==> config.mk <==
export PLATFORM = sky130hd
export DESIGN_NAME = spi_byte_sequencer_flat
export DESIGN_NICKNAME = d
export VERILOG_FILES = /design/src/rtl/spi_pkg.sv /design/src/rtl/spi_byte_sequencer_if.sv /design/src/rtl/sync_fifo.sv /design/src/rtl/spi_byte_sequencer.sv /design/src/flat_wrapper.sv
export SDC_FILE = /design/constraint.sdc
export NUM_CORES = 1
export LEC_CHECK = 0
export CORE_MARGIN = 3
export CORE_UTILIZATION = 45
export CTS_CLUSTER_DIAMETER = 200
export DETAILED_ROUTE_END_ITERATION = 16
export GPL_ROUTABILITY_DRIVEN = 0
export PLACE_DENSITY_LB_ADDON = 0.3
export SETUP_SLACK_MARGIN = 0.3
export SLEW_MARGIN = 10
export SYNTH_ARGS = -nofsm -noshare
export SYNTH_HDL_FRONTEND = slang
export SYNTH_SLANG_ARGS = --single-unit
==> constraint.sdc <==
create_clock -name clkin -period 3.65 [get_ports clkin]
set_input_delay 1.095 -clock clkin [delete_from_list [all_inputs] [get_ports clkin]]
set_output_delay 1.095 -clock clkin [all_outputs]
set_load 0.01 [all_outputs]
==> src/rtl/spi_pkg.sv <==
// Shared types and defaults for the SPI byte sequencer and its FIFOs.
// Byte-oriented: every data path here is one byte wide.
package spi_pkg;

  localparam int BYTE_W          = 8;
  localparam int WDOG_W          = 10;
  localparam int DEFAULT_AW      = 4;
  localparam int DEFAULT_TIMEOUT = 1023;

  typedef enum logic [2:0] {
    ST_IDLE      = 3'd0,
    ST_LOAD      = 3'd1,
    ST_WAIT_BUSY = 3'd2,
    ST_WAIT_DONE = 3'd3,
    ST_STORE     = 3'd4
  } seq_state_e;

endpackage

==> src/rtl/spi_byte_sequencer_if.sv <==
// Host-side byte streams of the sequencer: TX push and RX pop, valid/ready on both.
// master = register/command side, slave = sequencer.
interface spi_byte_sequencer_if;
  import spi_pkg::*;

  logic [BYTE_W-1:0] tx_data;
  logic              tx_valid;
  logic              tx_ready;
  logic [BYTE_W-1:0] rx_data;
  logic              rx_valid;
  logic              rx_ready;

  modport master (
    output tx_data, tx_valid, rx_ready,
    input  tx_ready, rx_data, rx_valid
  );

  modport slave (
    input  tx_data, tx_valid, rx_ready,
    output tx_ready, rx_data, rx_valid
  );

endinterface

==> src/rtl/sync_fifo.sv <==
// Byte FIFO, 2**AW deep; push/pop take effect at the clock edge, head readable combinationally.
// push_rdy drops when full; flush empties it next cycle and overrides push/pop.
module sync_fifo
  import spi_pkg::*;
#(
  parameter int AW = DEFAULT_AW
) (
  input  logic              clk,
  input  logic              rst_n,
  input  logic              flush,
  input  logic              push_vld,
  input  logic [BYTE_W-1:0] push_dat,
  output logic              push_rdy,
  input  logic              pop_rdy,
  output logic              pop_vld,
  output logic [BYTE_W-1:0] pop_dat,
  output logic [AW:0]       level
);

  localparam int DEPTH = 1 << AW;

  logic [BYTE_W-1:0] mem_q [DEPTH];
  logic [BYTE_W-1:0] mem_d [DEPTH];
  logic [AW:0]       wr_ptr_q, wr_ptr_d;
  logic [AW:0]       rd_ptr_q, rd_ptr_d;
  logic              full, empty, push, pop;

  // The extra pointer bit tells full from empty when the index bits match.
  assign empty    = (wr_ptr_q == rd_ptr_q);
  assign full     = (wr_ptr_q[AW] != rd_ptr_q[AW]) &&
                    (wr_ptr_q[AW-1:0] == rd_ptr_q[AW-1:0]);
  assign push     = push_vld && !full;
  assign pop      = pop_rdy && !empty;
  assign push_rdy = !full;
  assign pop_vld  = !empty;
  assign pop_dat  = empty ? '0 : mem_q[rd_ptr_q[AW-1:0]];
  assign level    = wr_ptr_q - rd_ptr_q;

  always_comb begin
    mem_d    = mem_q;
    wr_ptr_d = wr_ptr_q;
    rd_ptr_d = rd_ptr_q;
    if (flush) begin
      wr_ptr_d = '0;
      rd_ptr_d = '0;
    end else begin
      if (push) begin
        mem_d[wr_ptr_q[AW-1:0]] = push_dat;
        wr_ptr_d                = wr_ptr_q + 1'b1;
      end
      if (pop) begin
        rd_ptr_d = rd_ptr_q + 1'b1;
      end
    end
  end

  always_ff @(posedge clk) begin
    if (!rst_n) begin
      wr_ptr_q <= '0;
      rd_ptr_q <= '0;
    end else begin
      wr_ptr_q <= wr_ptr_d;
      rd_ptr_q <= rd_ptr_d;
    end
  end

  always_ff @(posedge clk) begin
    mem_q <= mem_d;
  end

endmodule

==> src/rtl/spi_byte_sequencer.sv <==
// Feeds the SPI master engine one byte per go pulse from a TX FIFO and captures replies into an RX FIFO.
// Issue stalls while RX is full (unless discarding); a watchdog aborts a transfer the engine never finishes.
module spi_byte_sequencer
  import spi_pkg::*;
#(
  parameter int AW      = DEFAULT_AW,
  parameter int TIMEOUT = DEFAULT_TIMEOUT
) (
  input  logic                 clkin,
  input  logic                 rst_n,
  spi_byte_sequencer_if.slave  host,
  input  logic                 rx_discard,
  input  logic                 flush,
  input  logic                 clr_err,
  output logic                 busy,
  output logic                 err,
  output logic [AW:0]          tx_level,
  output logic [AW:0]          rx_level,
  output logic                 spi_go,
  output logic [BYTE_W-1:0]    spi_wdata,
  input  logic                 spi_state,
  input  logic [BYTE_W-1:0]    spi_rdata
);

  localparam logic [WDOG_W-1:0] TIMEOUT_W = WDOG_W'(TIMEOUT);

  seq_state_e        state_q, state_d;
  logic              spi_go_q, spi_go_d;
  logic [BYTE_W-1:0] spi_wdata_q, spi_wdata_d;
  logic              err_q, err_d;
  logic              drop_q, drop_d;
  logic [WDOG_W-1:0] wdog_q, wdog_d;
  logic [WDOG_W-1:0] wdog_inc;
  logic              abort;
  logic              tx_nonempty, rx_not_full, issue, rx_push;
  logic [BYTE_W-1:0] tx_head;

  sync_fifo #(.AW(AW)) u_tx_fifo (
    .clk      (clkin),
    .rst_n    (rst_n),
    .flush    (flush),
    .push_vld (host.tx_valid),
    .push_dat (host.tx_data),
    .push_rdy (host.tx_ready),
    .pop_rdy  (issue),
    .pop_vld  (tx_nonempty),
    .pop_dat  (tx_head),
    .level    (tx_level)
  );

  sync_fifo #(.AW(AW)) u_rx_fifo (
    .clk      (clkin),
    .rst_n    (rst_n),
    .flush    (flush),
    .push_vld (rx_push),
    .push_dat (spi_rdata),
    .push_rdy (rx_not_full),
    .pop_rdy  (host.rx_ready),
    .pop_vld  (host.rx_valid),
    .pop_dat  (host.rx_data),
    .level    (rx_level)
  );

  // Reserving RX space before issue means a reply can never overflow the RX FIFO.
  assign issue   = (state_q == ST_IDLE) && tx_nonempty && !spi_state &&
                   (rx_discard || rx_not_full) && !flush;
  assign rx_push = (state_q == ST_STORE) && !rx_discard && !drop_q;
  assign wdog_inc = wdog_q + 1'b1;

  always_comb begin
    state_d     = state_q;
    spi_go_d    = 1'b0;
    spi_wdata_d = spi_wdata_q;
    wdog_d      = wdog_q;
    abort       = 1'b0;
    case (state_q)
      ST_IDLE: begin
        if (issue) begin
          state_d     = ST_LOAD;
          spi_go_d    = 1'b1;
          spi_wdata_d = tx_head;
        end
      end
      ST_LOAD: begin
        state_d = ST_WAIT_BUSY;
        wdog_d  = '0;
      end
      ST_WAIT_BUSY: begin
        if (spi_state) begin
          state_d = ST_WAIT_DONE;
          wdog_d  = '0;
        end else if (wdog_inc == TIMEOUT_W) begin
          state_d = ST_IDLE;
          abort   = 1'b1;
        end else begin
          wdog_d = wdog_inc;
        end
      end
      ST_WAIT_DONE: begin
        if (!spi_state) begin
          state_d = ST_STORE;
        end else if (wdog_inc == TIMEOUT_W) begin
          state_d = ST_IDLE;
          abort   = 1'b1;
        end else begin
          wdog_d = wdog_inc;
        end
      end
      ST_STORE: begin
        state_d = ST_IDLE;
      end
      default: begin
        state_d = ST_IDLE;
      end
    endcase

    // A flush mid-transfer lets the byte finish on the bus but keeps its reply out of RX.
    drop_d = drop_q;
    if (state_d == ST_IDLE) begin
      drop_d = 1'b0;
    end else if (flush && (state_q inside {ST_LOAD, ST_WAIT_BUSY, ST_WAIT_DONE})) begin
      drop_d = 1'b1;
    end

    err_d = abort || (err_q && !clr_err);
  end

  always_ff @(posedge clkin) begin
    if (!rst_n) begin
      state_q     <= ST_IDLE;
      spi_go_q    <= 1'b0;
      spi_wdata_q <= '0;
      err_q       <= 1'b0;
      drop_q      <= 1'b0;
      wdog_q      <= '0;
    end else begin
      state_q     <= state_d;
      spi_go_q    <= spi_go_d;
      spi_wdata_q <= spi_wdata_d;
      err_q       <= err_d;
      drop_q      <= drop_d;
      wdog_q      <= wdog_d;
    end
  end

  assign spi_go    = spi_go_q;
  assign spi_wdata = spi_wdata_q;
  assign err       = err_q;
  assign busy      = (state_q != ST_IDLE) || tx_nonempty;

endmodule

==> src/flat_wrapper.sv <==
// flat-port wrapper written by rule: the top's interface ports become plain ports
module spi_byte_sequencer_flat import spi_pkg::*;
#(
  parameter int AW      = DEFAULT_AW,
  parameter int TIMEOUT = DEFAULT_TIMEOUT
)
  (clkin, rst_n, rx_discard, flush, clr_err, busy, err, tx_level, rx_level, spi_go, spi_wdata, spi_state, spi_rdata, host_tx_data, host_tx_valid, host_rx_ready, host_tx_ready, host_rx_data, host_rx_valid);
  spi_byte_sequencer_if host_i ();
  input  logic clkin;
  input  logic rst_n;
  input  logic rx_discard;
  input  logic flush;
  input  logic clr_err;
  output logic busy;
  output logic err;
  output logic [AW:0] tx_level;
  output logic [AW:0] rx_level;
  output logic spi_go;
  output logic [BYTE_W-1:0] spi_wdata;
  input  logic spi_state;
  input  logic [BYTE_W-1:0] spi_rdata;
  input wire logic [$bits(host_i.tx_data)-1:0] host_tx_data;
  input wire logic [$bits(host_i.tx_valid)-1:0] host_tx_valid;
  input wire logic [$bits(host_i.rx_ready)-1:0] host_rx_ready;
  output wire logic [$bits(host_i.tx_ready)-1:0] host_tx_ready;
  output wire logic [$bits(host_i.rx_data)-1:0] host_rx_data;
  output wire logic [$bits(host_i.rx_valid)-1:0] host_rx_valid;
  assign host_i.tx_data = host_tx_data;
  assign host_i.tx_valid = host_tx_valid;
  assign host_i.rx_ready = host_rx_ready;
  assign host_tx_ready = host_i.tx_ready;
  assign host_rx_data = host_i.rx_data;
  assign host_rx_valid = host_i.rx_valid;
  spi_byte_sequencer #(.AW(AW), .TIMEOUT(TIMEOUT)) u_core (.clkin(clkin), .rst_n(rst_n), .host(host_i), .rx_discard(rx_discard), .flush(flush), .clr_err(clr_err), .busy(busy), .err(err), .tx_level(tx_level), .rx_level(rx_level), .spi_go(spi_go), .spi_wdata(spi_wdata), .spi_state(spi_state), .spi_rdata(spi_rdata));
endmodule
==> run summary <==
Summed over all instances, the cell type with the most area after synthesis is edfxtp_1. The worst setup path is of the reg -> out kind. Number of hold buffers added after CTS: 0.

The synthesized design contains 300 register bits. The final number of max-transition violations is 0, and the global-route wire length before repair is 40.5 mm. In this run the worst setup path begins at u_core.u_rx_fifo.rd_ptr_q[0].

For the number of endpoints failing setup at the final stage, the log shows 0. The number of buffer and inverter instances along the worst setup path is 3. TritonCTS built the clock tree. Dividing the detail-routed via count by the number of cells gives 5.62. For the worst-skew pair, the clock arrives at the later sink with an insertion delay of 0.55 ns. Across the routed clock network, the largest skew measured is 0.0150 ns. During I/O placement, the number of pins put on the boundary was 55.

The detailed router put a total of 10.8 mm of wire on met1. The tools report the switching power of the nets as 0.00134 W. The total area inside the core boundary comes to 26400 um2. The tightest hold path in the finished design has a slack of 0.480 ns.

The slew at the pin closest to its max-slew limit is 0.813 ns. The part of the cycle the worst path needs works out to 97.6%. The routed length per instance is 22.1 um, and the clock share of power is 43.2%. The path type of the worst min-delay path was reg -> reg. The via count of the first global-routing pass was 6868.

The count of nets left with antenna violations once routing finished came out at 0. Adding up every negative setup slack in the final design gives 0 ns. The die covers 29400 um2. The estimated wirelength of the detail-placed design is 16.0 mm. 0 antenna diodes ended up in the layout. The logs give 3 for the clock tree buffer depth and 0 for the number of max-cap violations.

Summing every instance area after synthesis gives 12300 um2. The endpoint of the worst setup timing path was host_rx_data[4]. The logs give 54.6% for the part of the power in registers and 300 for the number of clock sinks.

The logs give 37 for the maximum number of pins on one net before global-route repair and 31 for the number of CTS-inserted buffers. The routed design uses 1.81 mm of met3 wire. Counting flops with a built-in enable in the synthesized netlist gives 256.

The logs give 2000 for the number of inserted filler cells in the final layout and 0.0969 ns for the setup slack at placement. In this run the static leakage power is 4.85 nW. The total internal power was 0.00549 W; the path length in cells of the critical path was 6.

In this run the critical register-to-register path is captured at u_core.u_rx_fifo.mem_q[120]. Across the VDD grid, the largest voltage drop is 387 uV. The sequential cell area in the final layout is 8590 um2, and the highest net fanout along the worst path is 7. The detailed router finished its first iteration with 563 violations. Power spread over the standard cell area amounts to 464 nW/um2.

The net count of the mapped netlist is 742. The run gives 59 as the number of core rows. Net switching is 19.7% of the power. After detailed routing, the total wire length is 26.0 mm. Based on the critical path, the design can be clocked at up to 0.281 GHz. The final route contains 6605 vias. For the number of standard cells after synthesis, the log shows 696. The clock slew at the register clock pins of the worst setup and hold paths is 0.06 ns, and the die span in y is 171 um. Summing all multi-input logic gate instances after layout gives 3570 um2. The number of iterations in the first detailed-routing pass was 5.

In this design, the stage delay of the slowest critical-path cell is 0.50 ns. The endpoint kind of the worst setup timing path was an output port. The sequential fraction of the synthesis area was 69.7%; the layout cell share with drive strength beyond 1 was 26.5%. The post-layout net count is 863, and the top cell type's share of synthesized area is 62.5%.

Across every metal layer, demand over resource in global routing totals 18.1%. In the post-synthesis netlist, the biggest area contributors are edfxtp_1 63%, mux4_2 15%, dfxtp_1 7.2%. Async set-reset flop share out of synthesis: 0%.

Number of endpoints with negative hold slack in the final report: 0. After detailed routing, no signal wire sits above met4. The highest-delay cell along the critical path is mux4_2.

The most frequently used flop master after synthesis is edfxtp_1. The critical path goes through buf_12 -> buf_12 -> mux4_2 -> mux4_2 -> nor2b_1 -> buf_2. The clock period could shrink to 3.56 ns. The data arrival time of the worst path came out at 2.47 ns. The cell type group with the largest total delay on the critical path is multiplexers. Headroom to the max-slew limit came out at 45.8%. Buffer cell driving the clock tree root: clkbuf_16.

The tools report the aggregate global routing overflow as 0. Data on the critical path is required at its endpoint by 2.55 ns. In this run the tool buffered the top-level ports with 54 buffer cells.

The logs give 0.0882 ns for the post-route worst setup slack and 0 for the count of warnings emitted by yosys. The routed design uses 12.9 mm of met2 wire. The netlist uses 44 different library cells. Initial antenna violation count: 0. The setup slack on the worst flop-to-flop path is 1.05 ns, and the mean instance size in the synthesized netlist is 17.7 um2. In the routed design, unresolved DRC markers number 0. The flow ran to the end, and the final reports show no timing, DRC or antenna violations. Measured in cells, the most critical reg-to-reg path has a length of 9. The growth of design area from synthesis to finish is 19.7%. For this configuration, the core starts out at a cell density of 46.5%. Of the total power, combinational logic draws 2.2%. In this run the critical register-to-register path is launched from u_core.u_rx_fifo.rd_ptr_q[3]. In this run the horizontal extent of the chip is 171 um. Setup repair after global routing could not meet its margin everywhere. The worst setup path is launched from a register. Number of levels in the clock H-tree: 1.
worst min path at each step:
stage | startpoint | to | slack (ns) | depth (start not counted)
5_1_grt | u_core.err | u_core.err | 0.50 | 2
2_1_floorplan | u_core.u_rx_fifo.wr_ptr_q[4] | u_core.u_rx_fifo.wr_ptr_q[4] | 0.47 | 2
3_5_place_dp | u_core.err | u_core.err | 0.47 | 2
4_1_cts | u_core.err | u_core.err | 0.49 | 2
6_report | u_core.err | u_core.err | 0.48 | 2
3_3_place_gp | u_core.err | u_core.err | 0.47 | 2
synth_stat cells (all sizes together) (4+ instances only):
master / count
edfxtp: 256
mux4: 80
nor2: 63
dfxtp: 44
inv: 26
nand2: 24
clkbuf: 21
ha: 20
a21oi: 16
nor2b: 16
xnor2: 16
nor3: 14
mux2i: 12
xor2: 12
buf: 11
nand2b: 10
nand4: 8
o21ai: 8
a21o: 6
or3: 4
worst register-to-register path, stage by stage, from the launching register on:
cell and delay [ns]:
dfxtp_1 0.35, inv_2 0.05, ha_1 0.33, and4_1 0.24, nand2_1 0.11, and3_1 0.30
nor2b_1 0.28, nand2_1 0.16, nor3_1 0.19, buf_4 0.27
layer usage:
metal  vias up  track usage [%]
li1       2951                -
met1      3386             24.6
met2       223             30.1
met3        45             3.63
met4         0             4.62
met5         -                0
power by group through the flow:
| stage | Combinational, W | Sequential, W | Clock, W |
|---|---|---|---|
| 2_1_floorplan | 0.0000567 | 0.00381 | 0 |
| 3_3_place_gp | 0.000144 | 0.00381 | 0 |
| 3_5_place_dp | 0.000152 | 0.00381 | 0 |
| 4_1_cts | 0.000151 | 0.00373 | 0.00301 |
| 5_1_grt | 0.000169 | 0.00373 | 0.00318 |
| 6_report | 0.000154 | 0.00373 | 0.00295 |
logic make-up (layout without fill, tap and decap cells):
family                     count (synthesis)  count (layout)  synth area share (%)
xor gates and xnor gates                  28              28                  1.99
adders and majority gates                 22              22                  2.36
muxes                                     93              93                  15.7
AOI/OAI and AO/OA                         39              39                  1.99
and+or+nand+nor                          156             156                  6.36
buffers and inverters                     58             202                  1.91
DFF                                      300             300                  69.7
through the flow:
| stage | instance area (um2) | std cells | util [%] | total power, W |
|---|---|---|---|---|
| after global placement | 13500 | 1102 | 51.1 | 0.00395 |
| after detailed placement | 13500 | 1102 | 51.1 | 0.00396 |
| final | 14700 | 1175 | 55.7 | 0.00683 |
| after floorplan | 12300 | 696 | - | 0.00386 |
| after CTS | 14600 | 1167 | 55.2 | 0.00690 |
| after global routing | 14700 | 1175 | 55.7 | 0.00707 |
flip-flops by register name, indices dropped and copies added (netlist names):
signal	count
u_core.u_rx_fifo.mem_q	128
u_core.state_q	3
u_core.u_tx_fifo.mem_q	128
u_core.spi_wdata	8
u_core.u_rx_fifo.rd_ptr_q	5
u_core.spi_go	1
u_core.wdog_q	10
u_core.drop_q	1
u_core.err	1
u_core.u_rx_fifo.wr_ptr_q	5
u_core.u_tx_fifo.rd_ptr_q	5
u_core.u_tx_fifo.wr_ptr_q	5
cell type report:
| cell class | count | share of cell area (%) |
|---|---|---|
| timing repair buffer | 120 | 7.42 |
| tap | 335 | 2.85 |
| clock buffer | 41 | 5.52 |
| clock inverter | 15 | 0.901 |
| inverter | 26 | 0.680 |
| multi-input combinational | 338 | 24.3 |
| sequential | 300 | 58.4 |
layout by cell type, fill, tap and decap left out, drive strengths merged, types with 20 or more instances in the layout:
master,count
inv,27
mux4,80
edfxtp,256
dfxtp,44
nand2,24
clkbuf,41
nor2,63
clkdlybuf4s50,36
buf,77
ha,20
timing repair:
item	4_1_cts	5_1_grt
pin swaps	0	5
endpoints found under the hold margin	0	0
setup buffers	7	8
gates resized for setup	68	18
endpoints found under the setup margin	19	12
gates cloned	2	0
(Power assumes the default switching activity.)
